===== config.mk =====
export PLATFORM = sky130hd
export DESIGN_NAME = mips_prog_loader
export DESIGN_NICKNAME = d
export VERILOG_FILES = /design/src/rtl/mips32_pkg.sv /design/src/rtl/mips_byte_packer.sv /design/src/rtl/mips_prog_loader.sv
export SDC_FILE = /design/constraint.sdc
export NUM_CORES = 1
export LEC_CHECK = 0
export ABC_AREA = 1
export CAP_MARGIN = 0
export CORE_UTILIZATION = 55
export CTS_BUF_LIST = sky130_fd_sc_hd__clkbuf_16
export DETAILED_ROUTE_END_ITERATION = 7
export HOLD_SLACK_MARGIN = 0.15
export PLACE_DENSITY = 0.91
export SLEW_MARGIN = 20
export SYNTH_ARGS = -nofsm -noshare
export SYNTH_HDL_FRONTEND = slang
export SYNTH_HIERARCHICAL = 1
export SYNTH_SLANG_ARGS = --single-unit

===== constraint.sdc =====
create_clock -name clk1 -period 3.7 [get_ports clk1]
set_input_delay 1.11 -clock clk1 [delete_from_list [all_inputs] [get_ports clk1]]
set_output_delay 1.11 -clock clk1 [all_outputs]
set_load 0.01 [all_outputs]

===== src/rtl/mips32_pkg.sv =====
// -----------------------------------------------------------------------------
// mips32_pkg
// Shared constants and types for the pipe_MIPS32 program loader:
//   - 6-bit opcode constants and the HLT instruction word
//   - loader FSM state encoding
//   - byte/word geometry for the byte packer
// No ports (package).
// -----------------------------------------------------------------------------
package mips32_pkg;

    localparam int unsigned INSN_W         = 32;
    localparam int unsigned BYTE_W         = 8;
    localparam int unsigned BYTES_PER_WORD = 4;
    localparam int unsigned IDX_W          = 2;

    localparam logic [5:0] OP_ADD  = 6'h00;
    localparam logic [5:0] OP_OR   = 6'h03;
    localparam logic [5:0] OP_ADDI = 6'h0a;
    localparam logic [5:0] OP_HLT  = 6'h3f;

    localparam logic [INSN_W-1:0] HLT_WORD = {OP_HLT, 26'd0};

    typedef enum logic [2:0] {
        IDLE    = 3'd0,
        COLLECT = 3'd1,
        WRITE   = 3'd2,
        START   = 3'd3,
        RUN     = 3'd4
    } loader_state_e;

endpackage


===== src/rtl/mips_byte_packer.sv =====
// -----------------------------------------------------------------------------
// mips_byte_packer
// Assembles big-endian 32-bit words from a byte stream. The first byte of a
// word lands in bits [31:24]. When the 4th byte is taken the full word is
// registered on word_data and word_valid pulses for one cycle. load_hlt
// overwrites the word with the HLT instruction and pulses word_valid.
// Ports:
//   clk, rst       clock, synchronous active-high reset
//   clear          drop any partially collected word (index back to 0)
//   byte_en        take byte_data this cycle
//   byte_data      8-bit input byte
//   load_hlt       present HLT_WORD as the next word
//   byte_idx       index of the next byte within the word (0..3)
//   word_valid     one-cycle pulse, word_data holds a complete word
//   word_data      last completed word
// -----------------------------------------------------------------------------
module mips_byte_packer
    import mips32_pkg::*;
(
    input  logic              clk,
    input  logic              rst,
    input  logic              clear,
    input  logic              byte_en,
    input  logic [BYTE_W-1:0] byte_data,
    input  logic              load_hlt,
    output logic [IDX_W-1:0]  byte_idx,
    output logic              word_valid,
    output logic [INSN_W-1:0] word_data
);

    localparam int unsigned SHIFT_W = INSN_W - BYTE_W;

    logic [IDX_W-1:0]   idx_q,   idx_d;
    logic [SHIFT_W-1:0] shift_q, shift_d;
    logic [INSN_W-1:0]  word_q,  word_d;
    logic               valid_q, valid_d;
    logic               last_byte_c;

    // Byte index / shift register update
    always_comb begin
        idx_d       = idx_q;
        shift_d     = shift_q;
        word_d      = word_q;
        valid_d     = 1'b0;
        last_byte_c = byte_en && (idx_q == IDX_W'(BYTES_PER_WORD - 1));

        if (clear) begin
            idx_d = '0;
        end else if (byte_en) begin
            // index wraps 3 -> 0 naturally at IDX_W bits
            idx_d   = idx_q + IDX_W'(1);
            shift_d = {shift_q[SHIFT_W-BYTE_W-1:0], byte_data};
            if (last_byte_c) begin
                word_d  = {shift_q, byte_data};
                valid_d = 1'b1;
            end
        end

        if (load_hlt) begin
            word_d  = HLT_WORD;
            valid_d = 1'b1;
        end
    end

    always_ff @(posedge clk) begin
        if (rst) begin
            idx_q   <= '0;
            shift_q <= '0;
            word_q  <= '0;
            valid_q <= 1'b0;
        end else begin
            idx_q   <= idx_d;
            shift_q <= shift_d;
            word_q  <= word_d;
            valid_q <= valid_d;
        end
    end

    assign byte_idx   = idx_q;
    assign word_valid = valid_q;
    assign word_data  = word_q;

endmodule


===== src/rtl/mips_prog_loader.sv =====
// -----------------------------------------------------------------------------
// mips_prog_loader
// Boot-time program loader for pipe_MIPS32. Takes a byte stream over
// valid/ready, packs big-endian instruction words, writes them to instruction
// memory from word address 0, then releases the core with a one-cycle start
// pulse and flags done when the core reports HALTED.
// Build option: define HALT_APPEND_EN to append an HLT word after the last
// program word (word_count includes it).
// Ports:
//   clk1, rst                 clock, synchronous active-high reset
//   s_valid/s_ready/s_data    byte stream handshake, MSB byte of a word first
//   s_last                    marks the final program byte
//   mem_we/mem_addr/mem_wdata instruction memory write port (one cycle per word)
//   core_hold                 keeps the core idle while high
//   core_start                one-cycle release pulse
//   core_halted               core HALTED flag
//   busy                      FSM not in IDLE
//   done, err                 sticky completion / abort flags
//   word_count                words written in the current or last load
// -----------------------------------------------------------------------------
module mips_prog_loader
    import mips32_pkg::*;
#(
    parameter int unsigned ADDR_W = 10,
    parameter int unsigned WORD_W = 32
) (
    input  logic              clk1,
    input  logic              rst,
    input  logic              s_valid,
    output logic              s_ready,
    input  logic [7:0]        s_data,
    input  logic              s_last,
    output logic              mem_we,
    output logic [ADDR_W-1:0] mem_addr,
    output logic [WORD_W-1:0] mem_wdata,
    output logic              core_hold,
    output logic              core_start,
    input  logic              core_halted,
    output logic              busy,
    output logic              done,
    output logic              err,
    output logic [ADDR_W:0]   word_count
);

    localparam int unsigned CNT_W = ADDR_W + 1;
    localparam logic [CNT_W-1:0] DEPTH = {1'b1, {ADDR_W{1'b0}}};

    loader_state_e     state_q, state_d;
    logic [ADDR_W-1:0] addr_q, addr_d;
    logic [CNT_W-1:0]  wc_q, wc_d;
    logic              s_ready_q, s_ready_d;
    logic              core_hold_q, core_hold_d;
    logic              core_start_q, core_start_d;
    logic              busy_q, busy_d;
    logic              done_q, done_d;
    logic              err_q, err_d;
    logic              last_q, last_d;
`ifdef HALT_APPEND_EN
    logic              hlt_pend_q, hlt_pend_d;
`endif

    logic              accept_c;
    logic              word_done_c;
    logic              pk_clear_c;
    logic              pk_byte_en_c;
    logic              pk_load_hlt_c;
    logic [IDX_W-1:0]  pk_idx;
    logic              pk_valid;
    logic [INSN_W-1:0] pk_word;

    assign accept_c    = s_valid && s_ready_q;
    assign word_done_c = accept_c && (pk_idx == IDX_W'(BYTES_PER_WORD - 1));

    // Byte assembly; its registered word/valid drive the memory port directly
    mips_byte_packer u_packer (
        .clk        (clk1),
        .rst        (rst),
        .clear      (pk_clear_c),
        .byte_en    (pk_byte_en_c),
        .byte_data  (s_data),
        .load_hlt   (pk_load_hlt_c),
        .byte_idx   (pk_idx),
        .word_valid (pk_valid),
        .word_data  (pk_word)
    );

    // Next-state and registered-output logic
    always_comb begin
        state_d       = state_q;
        addr_d        = addr_q;
        wc_d          = wc_q;
        done_d        = done_q;
        err_d         = err_q;
        last_d        = last_q;
        pk_clear_c    = 1'b0;
        pk_byte_en_c  = 1'b0;
        pk_load_hlt_c = 1'b0;
`ifdef HALT_APPEND_EN
        hlt_pend_d    = hlt_pend_q;
`endif

        unique case (state_q)
            IDLE: begin
                if (accept_c) begin
                    done_d = 1'b0;
                    err_d  = 1'b0;
                    wc_d   = '0;
                    addr_d = '0;
                    if (s_last) begin
                        // single-byte program: partial word
                        err_d = 1'b1;
                    end else begin
                        pk_byte_en_c = 1'b1;
                        state_d      = COLLECT;
                    end
                end
            end

            COLLECT: begin
                if (accept_c) begin
                    if (wc_q == DEPTH) begin
                        // memory full: reject byte, no wrap
                        err_d      = 1'b1;
                        pk_clear_c = 1'b1;
                        state_d    = IDLE;
                    end else if (word_done_c) begin
                        pk_byte_en_c = 1'b1;
                        last_d       = s_last;
                        state_d      = WRITE;
                    end else if (s_last) begin
                        err_d      = 1'b1;
                        pk_clear_c = 1'b1;
                        state_d    = IDLE;
                    end else begin
                        pk_byte_en_c = 1'b1;
                    end
                end
            end

            WRITE: begin
                // address saturates so an overflowing load never wraps to 0
                addr_d = (addr_q == '1) ? addr_q : addr_q + ADDR_W'(1);
                wc_d   = wc_q + CNT_W'(1);
                if (!last_q) begin
                    state_d = COLLECT;
`ifdef HALT_APPEND_EN
                end else if (hlt_pend_q) begin
                    hlt_pend_d = 1'b0;
                    state_d    = START;
                end else if (wc_d == DEPTH) begin
                    err_d   = 1'b1;
                    state_d = IDLE;
                end else begin
                    hlt_pend_d    = 1'b1;
                    pk_load_hlt_c = 1'b1;
                    state_d       = WRITE;
                end
`else
                end else begin
                    state_d = START;
                end
`endif
            end

            START: begin
                state_d = RUN;
            end

            RUN: begin
                if (core_halted) begin
                    done_d  = 1'b1;
                    state_d = IDLE;
                end
            end

            default: begin
                state_d = IDLE;
            end
        endcase

        s_ready_d    = (state_d == IDLE) || (state_d == COLLECT);
        core_start_d = (state_d == START);
        core_hold_d  = !((state_d == START) || (state_d == RUN));
        busy_d       = (state_d != IDLE);
    end

    always_ff @(posedge clk1) begin
        if (rst) begin
            state_q      <= IDLE;
            addr_q       <= '0;
            wc_q         <= '0;
            s_ready_q    <= 1'b1;
            core_hold_q  <= 1'b1;
            core_start_q <= 1'b0;
            busy_q       <= 1'b0;
            done_q       <= 1'b0;
            err_q        <= 1'b0;
            last_q       <= 1'b0;
`ifdef HALT_APPEND_EN
            hlt_pend_q   <= 1'b0;
`endif
        end else begin
            state_q      <= state_d;
            addr_q       <= addr_d;
            wc_q         <= wc_d;
            s_ready_q    <= s_ready_d;
            core_hold_q  <= core_hold_d;
            core_start_q <= core_start_d;
            busy_q       <= busy_d;
            done_q       <= done_d;
            err_q        <= err_d;
            last_q       <= last_d;
`ifdef HALT_APPEND_EN
            hlt_pend_q   <= hlt_pend_d;
`endif
        end
    end

    assign s_ready    = s_ready_q;
    assign mem_we     = pk_valid;
    assign mem_addr   = addr_q;
    assign mem_wdata  = pk_word;
    assign core_hold  = core_hold_q;
    assign core_start = core_start_q;
    assign busy       = busy_q;
    assign done       = done_q;
    assign err        = err_q;
    assign word_count = wc_q;

endmodule


# Word-level counts from Yosys, hierarchy flattened
# Cells that the tools add are included.
dict set report word_totals {
  input_bits 13
  regBits 90
  out_inout_bits 60
}
dict set report op_classes {
  bitwise 3
  reduce_logical 21
  mux 35
  n_addsub 3
  n_eq_ne 16
}
# cell count
set op_table {}
lappend op_table {{one-hot mux 11 bit (2 select lines)} 1}
lappend op_table {{two-way mux 3 bit} 7}
lappend op_table {{two-way mux 10 bit} 2}
lappend op_table {{one-hot mux 10 bit (2 select lines)} 1}
lappend op_table {{two-way mux 1 bit} 18}
lappend op_table {{one-hot mux 3 bit (5 select lines)} 1}
lappend op_table {{adder 11 x 1 -> 11 bit (second input constant)} 1}
lappend op_table {{equality test 11 bit (second input constant)} 1}
lappend op_table {{two-way mux 11 bit} 1}
lappend op_table {{adder 10 x 1 -> 10 bit (second input constant)} 1}
lappend op_table {{equality test 10 bit (second input constant)} 1}
lappend op_table {{equality test 3 x 2 -> 1 bit (second input constant)} 3}
lappend op_table {{AND reduction 3 bit} 3}
lappend op_table {{!= test 2 bit (second input constant)} 4}
lappend op_table {{equality test 3 x 1 -> 1 bit (second input constant)} 2}
lappend op_table {{equality test 3 bit (second input constant)} 2}
lappend op_table {{zero test 3 bit} 2}
lappend op_table {{!= test 3 bit (second input constant)} 2}
lappend op_table {{one-hot mux 1 bit (2 select lines)} 3}
lappend op_table {{nonzero test 2 bit} 3}
lappend op_table {{AND reduction 5 bit} 1}
lappend op_table {{AND reduction 2 bit} 2}
lappend op_table {{AND reduction 4 bit} 1}
lappend op_table {{logical AND 1 bit} 3}
lappend op_table {{9 further kinds} 12}

# Depth between registers and ports, before layout
# Gate-level depths: netlist of the first run.
dict set report depth {
  word_depth 9
  ltp_mapped 14
  mapped_depth_nobuf 13
}

# Hierarchy
# The synthesis of the first run kept the hierarchy.
# module instances cells_each seq_area_each_um2 area_per_inst_um2
set modules_own_cells {}
lappend modules_own_cells {mips_byte_packer 1 271 1181.1 2107.0}
lappend modules_own_cells {mips_prog_loader 1 249 620.6 1692.9}

# Worst setup path before layout of the first run
# No wires, ideal clock.
dict set report synth_path {
  path_kind {in2reg}
  start {input port s_valid}
  end {register u_packer.word_q[27], in the netlist u_packer/word_data[27]}
  setup_time_ns 0.132
  arrival_time_ns 2.415
  required_ns 3.568
  path_slack_ns 1.153
  cell_stages 10
  cell_sequence {nand2_1 -> nor2_1 -> nand3_1 -> a21oi_1 -> nand2_1 -> nor2_2 -> buf_2 -> nand2_1 -> nand2_1 -> a21oi_1}
}
dict set report synth_via {
  elab_chain_len 8
  word_cells_on_any_way 14
  classes_between {mux: 9; bitwise: 1; reduce/logical: 4}
}
# element line
set synth_lines {}
lappend synth_lines {{from (decl)} mips_prog_loader.sv:29} ;# input logic s_valid,
lappend synth_lines {{logical AND 1 bit *} mips_prog_loader.sv:71} ;# assign accept_c = s_valid && s_ready_q;
lappend synth_lines {{logical AND 1 bit} mips_prog_loader.sv:72} ;# assign word_done_c = accept_c && (pk_idx == IDX_W'(BYTES_PER_WORD - 1));
lappend synth_lines {{two-way mux 1 bit} mips_prog_loader.sv:126} ;# end else if (word_done_c) begin
lappend synth_lines {{two-way mux 1 bit} mips_prog_loader.sv:121} ;# if (wc_q == DEPTH) begin
lappend synth_lines {{two-way mux 1 bit} mips_prog_loader.sv:120} ;# if (accept_c) begin
lappend synth_lines {{one-hot mux 1 bit (2 select lines) *} mips_prog_loader.sv:102} ;# unique case (state_q)
lappend synth_lines {{via pk_byte_en_c} mips_prog_loader.sv:65} ;# logic pk_byte_en_c;
lappend synth_lines {{logical AND 1 bit} mips_byte_packer.sv:45} ;# last_byte_c = byte_en && (idx_q == IDX_W'(BYTES_PER_WORD - 1));
lappend synth_lines {{AND reduction 3 bit (no source line) *} --}
lappend synth_lines {{to (signal assigned)} mips_byte_packer.sv:74} ;# word_q <= word_d;
lappend synth_lines {{to (decl)} mips_byte_packer.sv:35} ;# logic [INSN_W-1:0] word_q, word_d;
# Mark *: on every way through the listed nets, which the timed path passes. The rest lies on a longest branch.
# A chain may end at the register's enable or synchronous reset.

# Final worst setup path of the first run
dict set report layout_path {
  start {input port s_valid}
  end {register u_packer.word_q[2], in the netlist u_packer/word_data[2]}
}
# The elaborated chain is that of the path after synthesis.

==> results of run 1 <==
## area by class of cell
cell class / count / area, sq um / area share (%)
Sequential cell: 90 / 1800 / 37.0
Tap cell: 77 / 96.3 / 1.98
Clock buffer: 9 / 225 / 4.62
Inverter: 49 / 186 / 3.83
Clock inverter: 7 / 66.3 / 1.36
Multi-Input combinational cell: 363 / 1730 / 35.5
Timing Repair Buffer: 79 / 768 / 15.8
## power by group through the flow
stage               Sequential [uW]  Combinational [uW]  Clock, uW
detailed placement             1020                 130          0
finish                         1000                 134        884
global placement               1020                 126          0
floorplan                      1020                79.7          0
global route                   1000                 149        932
CTS                            1000                 133        894
## state kept, by name, summed over array words and instances (netlist names), 2 cells and up
| signal | count |
|---|---|
| mem_addr | 10 |
| state_q | 3 |
| u_packer/byte_idx | 2 |
| u_packer/shift_q | 24 |
| u_packer/word_data | 32 |
| word_count | 11 |
## worst max-delay path, delay by kind of cell
family	cells	cell delay (ps)
buffers and inverters	2	720
and+or+nand+nor	7	1050
AOI/OAI and AO/OA	1	480
## worst max path at each step
stage	start	to	slack, ps	cells after the start
4_1_cts	s_valid	u_packer/word_data[2]$_SDFFE_PP0P_	640	10
6_report	s_valid	u_packer/word_data[2]$_SDFFE_PP0P_	600	10
3_3_place_gp	s_valid	u_packer/word_data[9]$_SDFFE_PP0P_	450	10
2_1_floorplan	s_valid	u_packer/word_data[27]$_SDFFE_PP0P_	1150	10
3_5_place_dp	s_valid	u_packer/word_data[2]$_SDFFE_PP0P_	310	10
5_1_grt	s_valid	u_packer/word_data[6]$_SDFFE_PP0P_	390	10
## kinds of logic (layout without fill, tap and decap cells)
group	count (synthesis)	count (layout)	share of synthesized area (%)
buffers and inverters	68	144	7.21
other	1	2	0.0987
adder cells (fa/ha/maj)	4	4	1.32
XOR/XNOR	3	3	0.692
AND/OR/NAND/NOR	258	258	29.8
flip-flops	90	90	47.4
AO/OA/AOI/OAI	96	96	13.5
## layout by cell type (no fill, tap or decap), drive strengths merged, types with 8 or more instances in the layout
master / Yosys / routed
clkbuf: 7 / 9
nand3: 22 / 22
nor3: 8 / 8
dfxtp: 90 / 90
buf: 12 / 8
nand2: 124 / 124
o21ai: 37 / 37
nor2: 92 / 92
clkdlybuf4s50: 0 / 71
a21oi: 51 / 51
inv: 49 / 54
## metal layers
layer,up-vias,track usage (%)
met5,-,0
met4,0,10.5
met3,19,3.99
met2,149,46.3
met1,1704,32.4
li1,1817,-
## stage by stage
stage	total power (uW)	hold slack, ps	area (sq um)	std cells	utilization, %
2_1_floorplan	1100	423	3800	521	-
3_3_place_gp	1150	440	4580	658	70.5
3_5_place_dp	1150	451	4580	658	70.5
4_1_cts	2030	462	4870	674	75.0
5_1_grt	2080	496	4870	674	75.0
6_report	2020	470	4870	674	75.0
==> results.yml, run 1 <==
outcome:
  status: "complete, no violations"
global_routing:
  grt_max_degree: 36
  grt_pass1_vias: 3382
  grt_pass1_wl_microns: 15300
  grtUsageTotal_pct: 26.3
  overflow: 0
  antenna_found_initial: 0
job:
  cap_violations: 0
layout:
  drive_above_1_share_pct: 8.04
  num-nets-final: 609
  fillCellCount: 454
  syn_to_final_growth_pct: 28.2
  n_antenna_cell: 0
critical_path:
  worstPathArrival_ps: 3370
  r2r_slack_ps: 1070
  start_kind: "primary input"
  critical-path-slowest-cell: "a21oi_1"
  reg2reg_from: "word_count[0]$_SDFFE_PP0P_"
  crit_type: "primary input to register"
  worst_r2r_path_depth: 12
  required_ps: 3970
  slowest_delay_ps: 480
  crit_fanout: 13
  cp_cell_sequence: "clkdlybuf4s50_1, nand2_1, nor2_1, nand3_1, a21oi_1, nand2_1, nor2_2, buf_4, nor2_1, nor2_1"
  cp-end-kind: "register"
  worst_r2r_endpoint: "u_packer/word_data[2]$_SDFFE_PP0P_"
  path_common_cell: "nor2_1"
clock_network:
  cts_sinks: 90
  cts_tree: "built"
  post-cts-setup-buffers: 0
  cts.path.max_buffers: 2
  cts_hold_buf: 0
  clock_latency_ps: 340
  post_cts_resized: 0
  htreeDepth: 3
  cts_buffers: 9
  ctsRootBufferMaster: "clkbuf_16"
  path_clk_slew_ps: 70
sta:
  fin_ws_ps: 605
  rsz0062_at_grt: "false"
  fmax_mhz: 323
  fin_crit_ps: 3100
  setup_tns_ps: 0
  finalClockSkew_ps: 10.2
  finalMaxSlewViolations: 0
  final_hold_viol_count: 0
  fin_crit_sh_pct: 83.7
  max-slew-margin-rel_pct: 50.7
  setup_viol: 0
  tightest_slew_ps: 740
pwr:
  switching_share_pct: 25.0
  p_int_uw: 1520
  p_seq_share_pct: 49.6
  p_switching_uw: 504
  clock_power_share_pct: 43.8
  power_density_nw_per_um2: 415
  ir_drop_mv: 0.302
  p_comb_share_pct: 6.7
  p_leak_uw: 0.00183
routing:
  wl_per_cell_microns: 13.7
  vias: 3689
  final_antenna_net_count: 0
  drt-initial-drc-count: 289
  wl_met1_microns: 3810
  drt_pass1_iterations: 5
  via_per_inst: 5.47
  dr_wl_met2_microns: 4750
  drc: 0
  top_layer: "met4"
  routed_wirelength_microns: 9260
  wl_met3_microns: 525
floorplan:
  initial_core_util_pct: 58.5
  std_cell_rows: 29
  num_io_pins: 73
  die_y_microns: 85.1
  core_area_sq_um: 6490
  design.die.area_sq_um: 7250
  die_x_microns: 85.1
logic_synthesis:
  async_flop_share_pct: 0
  synth.largest_area_cell: "dfxtp_1"
  synthTopCellsByArea: "dfxtp_1, nand2_1, nor2_1"
  ys_seq_elements: 90
  ys.flop_type: "dfxtp_1"
  syn_area_per_cell_sq_um: 7.31
  yosysUniqueCellTypes: 33
  synth_cells: 520
  syn_area_sq_um: 3800
  synth_edf_count: 0
  synth_top_cell_area_share_pct: 47.4
  yosys_warnings: 6
  yosysMostFrequentCell: "nand2_1"
  ys_top_cells_by_count: "nand2_1, dfxtp_1, nor2_1"
  seq_area_frac_synth_pct: 47.4
place:
  gp_congestion: 0.879
  io_buffers: 72
  hpwl_microns: 6310
  place_ws_ps: 308
min_path:
  hold_start: "u_packer/shift_q[22]$_SDFFE_PP0P_"
  holdPathStages: 2
  hold_class: "register to register"
  min_to: "u_packer/shift_q[22]$_SDFFE_PP0P_"
Note: power is estimated with default switching activity, not from simulation.
==> inputs of run 2 (changes only) <==
--- a/config.mk
+++ b/config.mk
@@ -7,11 +7,11 @@
 export LEC_CHECK = 0
 export ABC_AREA = 1
 export CAP_MARGIN = 0
-export CORE_UTILIZATION = 55
+export CORE_UTILIZATION = 52
 export CTS_BUF_LIST = sky130_fd_sc_hd__clkbuf_16
 export DETAILED_ROUTE_END_ITERATION = 7
 export HOLD_SLACK_MARGIN = 0.15
-export PLACE_DENSITY = 0.91
+export PLACE_DENSITY = 0.87
 export SLEW_MARGIN = 20
 export SYNTH_ARGS = -nofsm -noshare
 export SYNTH_HDL_FRONTEND = slang
==> constraint.sdc (replaced) <==
create_clock -name clk1 -period 3 [get_ports clk1]
set_input_delay 0.9 -clock clk1 [delete_from_list [all_inputs] [get_ports clk1]]
set_output_delay 0.9 -clock clk1 [all_outputs]
set_load 0.01 [all_outputs]
==> run 2 against run 1 <==
Clock skew shrank 3.5 ps; utilization shrank 4.1 points; highest routed layer unchanged; worst setup slack lost 150 ps; hold slack better by 0.80 ps.
==> results.yml, run 2 (synthesized netlist as in run 1, its figures left out) <==
outcome:
  status: "complete, no violations"
clock_network:
  htreeDepth: 3
  cts_hold_buf: 0
  post-cts-setup-buffers: 0
  ctsRootBufferMaster: "clkbuf_16"
  post_cts_resized: 0
  clock_latency_ps: 350
  path_clk_slew_ps: 70
  cts_tree: "built"
  cts_buffers: 9
  cts_sinks: 90
  cts.path.max_buffers: 2
global_routing:
  grt.busiest_layer: "met2"
  antenna_found_initial: 0
  use_met2_pct: 42.0
  grt_pass1_vias: 3237
  grt_max_degree: 38
  use_met1_pct: 29.6
  overflow: 0
  grtUsageTotal_pct: 24.3
  grt_pass1_wl_microns: 14500
  grt_use_met3_pct: 5.50
routing:
  via_per_inst: 5.22
  wl_per_cell_microns: 13.0
  routed_wirelength_microns: 9030
  drc: 0
  drt_pass1_iterations: 6
  drt-initial-drc-count: 248
  final_antenna_net_count: 0
  vias: 3614
layout:
  syn_to_final_growth_pct: 29.5
  n_antenna_cell: 0
  drive_above_1_share_pct: 8.04
  num-nets-final: 609
  instances_no_fill: 693
  layout_commonest_cell: "nand2_1"
  final_util_pct: 70.9
  final_area_sq_um: 4920
  largest_reg_flops: 32
  final_cell_mix: "nand2_1, dfxtp_1, nor2_1"
  fillCellCount: 536
critical_path:
  worstSetupEndpoint: "u_packer/shift_q[14]$_SDFFE_PP0P_"
  r2r_slack_ps: 680
  worst_r2r_endpoint: "u_packer/shift_q[14]$_SDFFE_PP0P_"
  start_kind: "primary input"
  cp-end-kind: "register"
  worst_r2r_path_depth: 11
  crit_type: "primary input to register"
  required_ps: 3270
  worstPathArrival_ps: 2820
  critPathLaunch: "s_valid"
  crit_fanout: 18
  reg2reg_from: "word_count[0]$_SDFFE_PP0P_"
job:
  cap_violations: 0
pwr:
  p_switching_uw: 660
  p_comb_share_pct: 6.5
  p_int_uw: 1880
  p_leak_uw: 0.00185
  switching_share_pct: 26.0
  power_density_nw_per_um2: 517
  clock_power_share_pct: 44.9
  p_seq_share_pct: 48.6
  ir_drop_mv: 0.263
sta:
  finalClockSkew_ps: 6.70
  fin_crit_sh_pct: 84.9
  setup_tns_ps: 0
  finalMaxSlewViolations: 0
  fin_ws_ps: 454
  final_hold_viol_count: 0
  fmax_mhz: 393
  fin_crit_ps: 2550
  setup_viol: 0
  rsz0062_at_grt: "false"
floorplan:
  design.die.area_sq_um: 7650
  core_area_sq_um: 6940
  initial_core_util_pct: 54.7
  die_x_microns: 87.5
  num_io_pins: 73
  die_y_microns: 87.5
  std_cell_rows: 30
place:
  io_buffers: 72
  hpwl_microns: 5980
  gp_congestion: 0.870
  postPlaceCellArea_sq_um: 4620
  place_ws_ps: 125
  dp_cells: 677
min_path:
  hold_class: "register to register"
==> run 2: worst max-delay path: stages <==
cell             delay [ps]
clkdlybuf4s50_1         460
nand2_1                  80
nor2_1                  140
nand3_1                 170
a21oi_1                 350
nand2_1                 160
inv_2                   250
nand2_1                 130
a21oi_1                 170
==> run 2: routing by layer <==
metal / wire [microns] / vias to the layer above / share of wire [%]
li1: - / 1813 / -
met1: 3930 / 1685 / 44
met2: 4480 / 98 / 50
met3: 446 / 18 / 4.9
met4: 171 / 0 / 1.9
met5: 0 / - / 0
==> run 2: power by group through the flow <==
stage,clock [uW],sequential [uW],combinational [uW]
2_1_floorplan,0,1260,98.2
4_1_cts,1150,1240,165
3_5_place_dp,0,1260,161
3_3_place_gp,0,1260,158
6_report,1140,1240,165
5_1_grt,1200,1240,183
==> run 2: cell type report <==
type	count	area, sq um	share of cell area [%]
Clock buffer	9	225	4.58
Timing Repair Buffer	79	781	15.9
Tap cell	96	120	2.44
Clock inverter	7	78.8	1.60
Inverter	49	186	3.79
Sequential cell	90	1800	36.6
Multi-Input combinational cell	363	1730	35.1
==> run 2: worst min-delay path by stage <==
stage	start	to	depth (start not counted)
after floorplan	last_q$_SDFFE_PP0P_	last_q$_SDFFE_PP0P_	2
after global placement	last_q$_SDFFE_PP0P_	last_q$_SDFFE_PP0P_	2
after detailed placement	last_q$_SDFFE_PP0P_	last_q$_SDFFE_PP0P_	2
after CTS	last_q$_SDFFE_PP0P_	last_q$_SDFFE_PP0P_	2
after global routing	last_q$_SDFFE_PP0P_	last_q$_SDFFE_PP0P_	2
final	last_q$_SDFFE_PP0P_	last_q$_SDFFE_PP0P_	2
==> run 2: per-stage QoR <==
step                hold slack, ps  total power, uW
finish                         471             2540
global route                   478             2620
CTS                            463             2550
detailed placement             452             1420
global placement               443             1420
floorplan                      423             1360
==> inputs of run 3 (changes only) <==
==> constraint.sdc (replaced) <==
create_clock -name clk1 -period 2.4 [get_ports clk1]
set_input_delay 0.72 -clock clk1 [delete_from_list [all_inputs] [get_ports clk1]]
set_output_delay 0.72 -clock clk1 [all_outputs]
set_load 0.01 [all_outputs]
==> run 3 against run 2 <==
Via count increased by 1.5%; global-route usage increased by 0.35 points; critical endpoint is now u_packer/word_data[27]$_SDFFE_PP0P_; largest power group unchanged; critical path depth increased by 2; register-to-register slack got worse by 420 ps; critical path type unchanged; die area unchanged; routed wire length increased by 0.12%; utilization increased by 0.56 points; clock power increased by 18%; cell area increased by 0.79%; hold slack got worse by 1.4 ps.
==> results.yml, run 3 (synthesized netlist as in run 1, its figures left out) <==
outcome:
  status: "complete, no violations"
routing:
  vias: 3667
  via_per_inst: 5.23
  wl_per_cell_microns: 12.9
  routed_wirelength_microns: 9040
  drt-initial-drc-count: 210
  drc: 0
  final_antenna_net_count: 0
  drt_pass1_iterations: 5
layout:
  syn_to_final_growth_pct: 30.5
  largest_reg_flops: 32
  n_antenna_cell: 0
  num-nets-final: 617
  final_cell_mix: "nand2_1, dfxtp_1, nor2_1"
  layout_commonest_cell: "nand2_1"
  final_util_pct: 71.4
  drive_above_1_share_pct: 9.42
floorplan:
  initial_core_util_pct: 54.7
  num_io_pins: 73
  std_cell_rows: 30
  design.die.area_sq_um: 7650
  die_y_microns: 87.5
  die_x_microns: 87.5
  core_area_sq_um: 6940
pwr:
  p_comb_share_pct: 6.9
  p_seq_share_pct: 49.8
  p_int_uw: 2330
  p_leak_uw: 0.00187
  switching_share_pct: 24.8
  fin_total_pwr_uw: 3100
  p_switching_uw: 769
  ir_drop_mv: 0.390
  clock_power_share_pct: 43.3
  power_density_nw_per_um2: 625
sta:
  fin_crit_ps: 2200
  finalClockSkew_ps: 8.36
  setup_viol: 0
  fmax_mhz: 454
  finalMaxSlewViolations: 0
  final_hold_viol_count: 0
  rsz0062_at_grt: "false"
  fin_crit_sh_pct: 91.7
clock_network:
  cts.path.max_buffers: 2
  cts_sinks: 90
  htreeDepth: 3
  post-cts-setup-buffers: 0
  post_cts_resized: 0
  cts_buffers: 9
  cts_tree: "built"
  cts_hold_buf: 0
  ctsRootBufferMaster: "clkbuf_16"
  path_clk_slew_ps: 60
  clock_latency_ps: 340
place:
  io_buffers: 72
  hpwl_microns: 6240
  gp_congestion: 0.889
critical_path:
  cp-end-kind: "register"
  crit_type: "primary input to register"
  start_kind: "primary input"
  required_ps: 2600
  crit_fanout: 6
  worstPathArrival_ps: 2410
global_routing:
  overflow: 0
  grt_pass1_wl_microns: 14800
  grt_pass1_vias: 3337
  grt_max_degree: 27
  antenna_found_initial: 0
  grtUsageTotal_pct: 24.7
min_path:
  hold_class: "register to register"
job:
  cap_violations: 0
## run 3: power groups by stage
| stage | Sequential [uW] | Combinational (uW) | Clock [uW] |
|---|---|---|---|
| 6_report | 1540 | 215 | 1340 |
| 5_1_grt | 1550 | 237 | 1420 |
| 4_1_cts | 1540 | 213 | 1350 |
| 3_5_place_dp | 1580 | 208 | 0 |
| 3_3_place_gp | 1580 | 202 | 0 |
| 2_1_floorplan | 1580 | 123 | 0 |
## run 3: stage by stage
stage	hold WS [ps]	cells	setup WS, ps	instance area (sq um)	setup TNS (ps)
2_1_floorplan	423	521	243	3800	0
3_3_place_gp	432	685	-113	4660	-5200
3_5_place_dp	452	685	-226	4660	-8160
4_1_cts	463	701	123	4950	0
5_1_grt	487	701	26.4	4960	0
6_report	469	701	199	4960	0
## run 3: layout make-up
| type | instances | area (sq um) |
|---|---|---|
| clock inverter | 7 | 61.3 |
| timing repair buffer | 87 | 832 |
| inverter | 49 | 188 |
| tap | 96 | 120 |
| multi-input combinational | 363 | 1730 |
| fill | 518 | 1980 |
| sequential | 90 | 1800 |
| clock buffer | 9 | 225 |
## run 3: critical path, cell delays in order
cell,delay (ps)
clkdlybuf4s50_1,450
nand2_1,90
nor2_1,150
nand3_1,130
a21oi_2,240
nand2_1,100
nor2_2,160
buf_4,170
nand2_1,60
nand2_1,70
a21oi_1,60
## run 3: layer usage
metal / GRT usage, % / up-vias / wire length, microns
met4: 10.1 / 0 / 124
met5: 0 / - / 0
met3: 3.51 / 15 / 418
met1: 30.5 / 1723 / 3890
li1: - / 1822 / -
met2: 43.1 / 107 / 4610
## run 3: worst paths after layout
check	startpoint	to	slack, ps	depth (start not counted)
worst max-delay path	s_valid	u_packer/word_data[27]$_SDFFE_PP0P_	200	11
worst min-delay path	last_q$_SDFFE_PP0P_	last_q$_SDFFE_PP0P_	470	2
worst max register to register	word_count[0]$_SDFFE_PP0P_	u_packer/shift_q[23]$_SDFFE_PP0P_	260	13
worst min register to register	last_q$_SDFFE_PP0P_	last_q$_SDFFE_PP0P_	470	2
